**src/rtl/uart_pwm_ctrl.sv**
```systemverilog
// uart_pwm_ctrl: UART-programmed multi-channel PWM generator (frames A5, ch, duty)
// Ports:
//   clk        system clock, rising edge
//   rst_n      asynchronous active-low reset
//   rs232_rx   UART serial input, idle high, asynchronous to clk
//   pwm_out    one registered PWM output per channel
//   led        index of the last channel successfully written
//   frame_ok   one-cycle pulse when a valid frame is accepted
//   frame_err  one-cycle pulse when a frame is dropped
`timescale 1ns/1ps
module uart_pwm_ctrl #(
    parameter int CLK_HZ = 50000000,
    parameter int BAUD   = 9600,
    parameter int CH_N   = 4,
    parameter int PWM_W  = 8,
    parameter int PRESC  = 195
) (
    input  logic            clk,
    input  logic            rst_n,
    input  logic            rs232_rx,
    output logic [CH_N-1:0] pwm_out,
    output logic [3:0]      led,
    output logic            frame_ok,
    output logic            frame_err
);
    localparam int BAUD_DIV = CLK_HZ / BAUD;
    localparam int HALF     = BAUD_DIV / 2;
    localparam int BW       = $clog2(BAUD_DIV + 1);
    localparam int PSW      = PRESC > 1 ? $clog2(PRESC) : 1;

    typedef enum logic [1:0] {RX_IDLE, RX_START, RX_DATA, RX_STOP} rx_st_t;
    typedef enum logic [1:0] {IDLE, GOT_HDR, GOT_CH} p_st_t;

    logic [1:0]       sync;
    logic             rx_s, rx_prev;
    rx_st_t           rx_st;
    logic [BW-1:0]    bcnt;
    logic [2:0]       bit_idx;
    logic [7:0]       shreg, rx_byte;
    logic             rx_done, rx_err;
    p_st_t            p_st;
    logic [3:0]       ch_q;
    logic [PWM_W-1:0] shadow [CH_N];
    logic [PWM_W-1:0] active [CH_N];
    logic [PSW-1:0]   presc;
    logic [PWM_W-1:0] cnt;
    logic             step;

    assign rx_s = sync[1];
    assign step = presc == PSW'(PRESC - 1);

    always_ff @(posedge clk or negedge rst_n)
        if (!rst_n) sync <= 2'b11;
        else        sync <= {sync[0], rs232_rx};

    // Receiver: falling edge starts a byte, mid-bit re-check rejects glitches
    always_ff @(posedge clk or negedge rst_n) begin
        if (!rst_n) begin
            rx_prev <= 1'b1;
            rx_st   <= RX_IDLE;
            bcnt    <= '0;
            bit_idx <= '0;
            shreg   <= '0;
            rx_byte <= '0;
            rx_done <= 1'b0;
            rx_err  <= 1'b0;
        end else begin
            rx_prev <= rx_s;
            rx_done <= 1'b0;
            rx_err  <= 1'b0;
            case (rx_st)
                RX_IDLE: if (rx_prev && !rx_s) begin
                    rx_st <= RX_START;
                    bcnt  <= '0;
                end
                RX_START: if (bcnt == BW'(HALF - 1)) begin
                    bcnt    <= '0;
                    bit_idx <= '0;
                    rx_st   <= rx_s ? RX_IDLE : RX_DATA;
                end else bcnt <= bcnt + 1'b1;
                RX_DATA: if (bcnt == BW'(BAUD_DIV - 1)) begin
                    bcnt    <= '0;
                    shreg   <= {rx_s, shreg[7:1]};
                    bit_idx <= bit_idx + 1'b1;
                    if (bit_idx == 3'd7) rx_st <= RX_STOP;
                end else bcnt <= bcnt + 1'b1;
                RX_STOP: if (bcnt == BW'(BAUD_DIV - 1)) begin
                    bcnt  <= '0;
                    rx_st <= RX_IDLE;
                    if (rx_s) begin
                        rx_done <= 1'b1;
                        rx_byte <= shreg;
                    end else rx_err <= 1'b1;
                end else bcnt <= bcnt + 1'b1;
                default: rx_st <= RX_IDLE;
            endcase
        end
    end

    // Frame parser: A5, channel, duty
    always_ff @(posedge clk or negedge rst_n) begin
        if (!rst_n) begin
            p_st      <= IDLE;
            ch_q      <= '0;
            led       <= '0;
            frame_ok  <= 1'b0;
            frame_err <= 1'b0;
            for (int i = 0; i < CH_N; i++) shadow[i] <= '0;
        end else begin
            frame_ok  <= 1'b0;
            frame_err <= 1'b0;
            if (rx_err) begin
                frame_err <= 1'b1;
                p_st      <= IDLE;
            end else if (rx_done) begin
                case (p_st)
                    IDLE: if (rx_byte == 8'hA5) p_st <= GOT_HDR;
                    GOT_HDR: if (rx_byte < 8'(CH_N)) begin
                        ch_q <= rx_byte[3:0];
                        p_st <= GOT_CH;
                    end else begin
                        frame_err <= 1'b1;
                        p_st      <= IDLE;
                    end
                    GOT_CH: begin
                        for (int i = 0; i < CH_N; i++)
                            if (ch_q == 4'(i)) shadow[i] <= rx_byte[7 -: PWM_W];
                        frame_ok <= 1'b1;
                        led      <= ch_q;
                        p_st     <= IDLE;
                    end
                    default: p_st <= IDLE;
                endcase
            end
        end
    end

    // PWM: active duties reload only as cnt wraps, so a period never changes mid-way
    always_ff @(posedge clk or negedge rst_n) begin
        if (!rst_n) begin
            presc   <= '0;
            cnt     <= '0;
            pwm_out <= '0;
            for (int i = 0; i < CH_N; i++) active[i] <= '0;
        end else begin
            presc <= step ? '0 : presc + 1'b1;
            if (step) cnt <= cnt + 1'b1;
            for (int i = 0; i < CH_N; i++) begin
                if (step && cnt == '1) active[i] <= shadow[i];
                pwm_out[i] <= cnt < active[i];
            end
        end
    end
endmodule

```
**config.mk**
```make
export PLATFORM = sky130hd
export DESIGN_NAME = uart_pwm_ctrl
export DESIGN_NICKNAME = d
export VERILOG_FILES = /design/src/rtl/uart_pwm_ctrl.sv
export SDC_FILE = /design/constraint.sdc
export NUM_CORES = 1
export LEC_CHECK = 0
export CAP_MARGIN = 20
export CELL_PAD_IN_SITES_DETAIL_PLACEMENT = 2
export CELL_PAD_IN_SITES_GLOBAL_PLACEMENT = 2
export CORE_UTILIZATION = 44
export DETAILED_ROUTE_END_ITERATION = 16
export PLACE_DENSITY = 0.87
export SKIP_LAST_GASP = 1
export SLEW_MARGIN = 10
export SYNTH_ARGS = -nofsm -noshare
export SYNTH_HDL_FRONTEND = slang
export SYNTH_SLANG_ARGS = --single-unit
```
**constraint.sdc**
```tcl
create_clock -name clk -period 2.4 [get_ports clk]
set_clock_uncertainty 0.05 [all_clocks]
set_input_delay 0.48 -clock clk [delete_from_list [all_inputs] [get_ports clk]]
set_output_delay 0.48 -clock clk [all_outputs]
set_load 0.05 [all_outputs]
```
# Yosys cells after proc, flatten, opt, wreduce, memory -nomap -nowiden
# Cells that the tools add are included.
# op_classes
add_sub_neg,4
n_lt_le_gt_ge,5
n_eq_ne,20
mux,33
n_bitwise,1
reduce_logical,20
# op_table
op,count
$mux 13,3
$pmux 13 s3,1
$lt 8x8->1,4
$eq 8x8->1 const B,3
$mux 2,10
$reduce_and 4->1,5
$add 8x1->8 const B,2
$add 13x1->13 const B,1
$eq 13x12->1 const B,1
$eq 13x13->1 const B,1
$mux 1,13
$ne 2x2->1 const B,5
$reduce_and 3->1,3
$eq 4x2->1 const B,2
$lt 8x3->1 const B,1
$mux 8,1
$pmux 2 s4,1
$eq 2x2->1 const B,3
$mux 3,2
$pmux 3 s2,1
$reduce_and 5->1,1
$eq 2x1->1 const B,2
$eq 4x1->1 const B,1
$logic_not 2->1,2
other kinds (11),14
# totals
reg_bits,135
out_inout_bits,10
elab_cells,108

# Longest topological paths before layout
# logic_depth
word_depth,5
depth_mapped,7
mapped_depth_nobuf,6

# Worst setup path after synthesis
# No wires, ideal clock.
# synth_timing
path_kind,register to register
start,register rx_byte[3]
end,register ch_q[0]
setup_time_ns,0.125
arrival_ns,1.877
path_slack_ns,0.348
stages_incl_launch_ff,5
path_buffers,0
path_cell_list,dfrtp_1 -> or3_1 -> or4_1 -> or3_4 -> mux2_4
# synth_via
elab_chain_cells,2
# synth_lines
element,line,source
"start, declared",39,"logic [7:0] shreg, rx_byte;"
"start signal, assigned",92,rx_byte <= shreg;
$lt 8x3->1,118,GOT_HDR: if (rx_byte < 8'(CH_N)) begin
$reduce_and 4->1 (no line),--,
"end signal, assigned",119,ch_q <= rx_byte[3:0];
"end, declared",42,logic [3:0] ch_q;
# Every way passes these cells.
# A chain may end at the register's enable or synchronous reset.

# Worst setup path in the final report
# layout_timing
start,register bcnt[4]
end,register bcnt[10]
# layout_via
elab_chain_cells,3
# layout_lines
element,line,source
"start, declared",37,logic [BW-1:0] bcnt;
"start signal, assigned",80,end else bcnt <= bcnt + 1'b1;
"start signal, assigned",86,end else bcnt <= bcnt + 1'b1;
"start signal, assigned",94,end else bcnt <= bcnt + 1'b1;
"$add 13x1->13, or another cell as far along","80, 86, 94",
"$mux 13, on equally long branches","81, 87, 76",
$pmux 13 s3 (*),71,case (rx_st)
# Every way passes the cells marked *; elsewhere a longest branch is shown, timed or not.

==> results.sh <==
export IMPL_crit_slowest_cell="or4b_2"
export IMPL_core_area_um2=13900
export IMPL_hpwl_um=11700
export IMPL_row_count=43
export IMPL_leakagePower_nw=3.50
export IMPL_synthesis_area_um2=6240
export IMPL_fin_crit_ns=2.32
export IMPL_setup_worst_path_start_class="flop"
export IMPL_cts_buffers=17
export IMPL_multiInputGateArea_um2=2660
export IMPL_start_util=0.449
export IMPL_viasPerCell=5.79
export IMPL_cts_sinks=135
export IMPL_cp_max_fo=21
export IMPL_first_iter_violations=193
export IMPL_drv_cap=0
export IMPL_slew_violations=0
export IMPL_path_clk_slew_ns=0.06
export IMPL_cts_tree="done"
export IMPL_dieArea_um2=14700
export IMPL_worst_pin_slew_ns=0.832
export IMPL_drive_gt1_frac=0.288
export IMPL_final_core_util=0.523
export IMPL_io_pins=13
export IMPL_seq_area_um2=3380
export IMPL_ant_nets=0
export IMPL_async_flop_share=1.00
export IMPL_n_antenna_cell=0
export IMPL_antenna_found_initial=0
export IMPL_route_detailed_wl_per_inst_um=25.5
export IMPL_max_freq_ghz=0.431
export IMPL_nNetsFinal=563
export IMPL_clockBufferDepth=2
export IMPL_die_h_um=121
export IMPL_whs_ns=0.000797
export IMPL_ctsRootBufferMaster="clkbuf_16"
export IMPL_critPathMaxStageDelay_ns=0.75
export IMPL_hold_class="input port to asynchronous set/reset pin"
export IMPL_first_global_vias=4869
export IMPL_finalCritPeriodShare=0.966
export IMPL_placedCellCount=685
export IMPL_critPathKind="flop to flop"
export IMPL_synth_edf_count=0
export IMPL_synth_flop_cell="dfrtp_1"
export IMPL_ys_ff_latch=135
export IMPL_syn_num_nets=532
export IMPL_p_per_area_nw_per_um2=736
export IMPL_fin_cells=719
export IMPL_cts_max_level=4
export IMPL_cp_end_kind="flop"
export IMPL_globalRouteTotalUtil=0.274
export IMPL_synthToLayoutAreaGrowth_pct=16.4
export IMPL_portBuffers=12
export IMPL_cp_cell_sequence="or4b_2 > nor4_4 > o2bb2ai_1 > buf_4 > a21oi_1 > mux2i_1"
export IMPL_crit_family="simple AND/OR/NAND/NOR gates"
export IMPL_tns_ns=0
export IMPL_synth_seq_area_share=0.542
export IMPL_path_buf_inv=1
export IMPL_place_gp_congestion=0.774
export IMPL_clk_latency_ns=0.43
export IMPL_hold_viol=0
export IMPL_finalWirelength_um=18400
export IMPL_drcViolationCount=0
export IMPL_grt_max_degree=63
export IMPL_die_width_um=121
export IMPL_yosysUniqueCellTypes=53
export IMPL_setup_viol=0
export IMPL_p_total_w=0.00535
export IMPL_required_ns=2.64
export IMPL_arrival_ns=2.56
export IMPL_vias=4160
export IMPL_avgSynthCellArea_um2=12.6
export IMPL_run_status="complete, no violations"
export IMPL_fillers=1282
export IMPL_grt_first_pass_wirelength_um=28700
export IMPL_synthCells=495
export IMPL_yosys_warnings=0
export IMPL_ir_drop_v=0.000593
export IMPL_grt_ovfl_total=0
export IMPL_drt_pass1_iterations=4
export IMPL_relSlewSlack=0.431
==> routing by layer <==
| metal | GRT usage | vias to the layer above | part of all wire |
|---|---|---|---|
| met5 | 0 | - | 0 |
| met4 | 0.116 | 0 | 0.032 |
| met3 | 0.0569 | 45 | 0.029 |
| met2 | 0.503 | 87 | 0.55 |
| met1 | 0.305 | 2200 | 0.39 |
| li1 | - | 1828 | - |
==> what timing repair did <==
| action | 4_1_cts | 5_1_grt |
|---|---|---|
| endpoints found under the setup margin | 0 | 22 |
| gates resized for setup | 0 | 5 |
| setup buffers | 0 | 2 |
| hold buffers | 0 | 0 |
==> synthesized netlist by cell type (2+ instances only) <==
library cell  number  area [um^2]
a31o_2             5         43.8
xnor2_1           12          105
buf_2              4         20.0
or3_1              2         12.5
nand3_1           14         70.1
nand2_1           24         90.1
a41oi_1            2         17.5
nor3b_1            2         15.0
xor2_1             4         35.0
inv_1             37          139
and3_1             4         25.0
nand2b_1           8         50.1
dfrtp_1          132         3300
o21a_1             4         30.0
a22o_1             8         70.1
and2_1             2         12.5
and2_2             2         15.0
nor2b_1            7         43.8
a31oi_1            9         56.3
nand3b_1           2         15.0
clkbuf_1           9         33.8
nor2_1            14         52.6
mux2_2            84          946
ha_1              34          425
a21oi_1           11         55.1
mux2_1             3         33.8
a2111oi_0          4         35.0
dfstp_2            3         78.8
nand4_1            8         50.1
nand4b_1           2         17.5
nor4_1             2         12.5
mux2_4             2         30.0
o21ai_0           12         60.1
and4_1             4         35.0
==> registers in the layout (all words and copies together) (netlist names), 8 cells and up, named ones only <==
| register | flops |
|---|---|
| rx_byte | 8 |
| presc | 8 |
| cnt | 8 |
| shreg | 8 |
| shadow | 32 |
| bcnt | 13 |
| active | 32 |
==> power breakdown <==
part	internal, W	switching [W]
Combinational	0.000138	0.000156
Clock	0.00149	0.00107
Sequential	0.00235	0.000141
Total	0.00398	0.00137
==> area by class of cell <==
type	instances	area share
sequential	135	0.466
multi-input combinational	308	0.366
clock buffer	19	0.0624
timing repair buffer	27	0.0391
tap	180	0.0310
inverter	37	0.0191
clock inverter	13	0.0167
==> stage by stage <==
| stage | setup slack, ns | area, um^2 |
|---|---|---|
| 2_1_floorplan | 0.348 | 6240 |
| 3_3_place_gp | 0.282 | 6660 |
| 3_5_place_dp | 0.0966 | 6660 |
| 4_1_cts | 0.000513 | 7230 |
| 5_1_grt | -0.00919 | 7260 |
| 6_report | 0.0825 | 7260 |
==> path summary, 6_finish.rpt <==
kind / startpoint / endpoint / slack (ns) / cells past startpoint
max: bcnt[4]$_DFFE_PN0P_ / bcnt[10]$_DFFE_PN0P_ / 0.08 / 6
min: rst_n / presc[5]$_DFF_PN0_ / 0.0008 / 1
max reg2reg: bcnt[4]$_DFFE_PN0P_ / bcnt[10]$_DFFE_PN0P_ / 0.08 / 6
min reg2reg: sync[0]$_DFF_PN1_ / sync[1]$_DFF_PN1_ / 0.31 / 0
max in group asynchronous: rst_n / sync[0]$_DFF_PN1_ / 1.61 / 2
min in group clk: sync[0]$_DFF_PN1_ / sync[1]$_DFF_PN1_ / 0.31 / 0
==> logic make-up (layout without fill, tap and decap cells) <==
| group | Yosys count | count (layout) | share of synthesized area |
|---|---|---|---|
| DFF | 135 | 135 | 0.542 |
| and+or+nand+nor | 109 | 109 | 0.105 |
| muxes | 90 | 90 | 0.163 |
| AOI/OAI and AO/OA | 59 | 59 | 0.0644 |
| buffers and inverters | 52 | 96 | 0.0343 |
| adders and majority gates | 34 | 34 | 0.0682 |
| xor gates and xnor gates | 16 | 16 | 0.0225 |
==> worst reg2reg max path: stages (launching register included) <==
cell       delay (ns)
dfrtp_1          0.47
or4b_2           0.75
nor4_4           0.21
o2bb2ai_1        0.12
buf_4            0.22
a21oi_1          0.24
mux2i_1          0.13
==> cell usage in the layout (no fill, tap or decap), types with 9 or more instances in the layout <==
cell / n
buf_4: 11
a31oi_1: 9
o21ai_0: 12
clkdlybuf4s50_1: 11
ha_1: 33
inv_1: 37
a21oi_1: 11
xnor2_1: 12
mux2_2: 84
nor2_1: 13
clkbuf_16: 17
nand3_1: 14
dfrtp_1: 130
nand2_1: 24
Note: power is estimated with default switching activity, not from simulation.
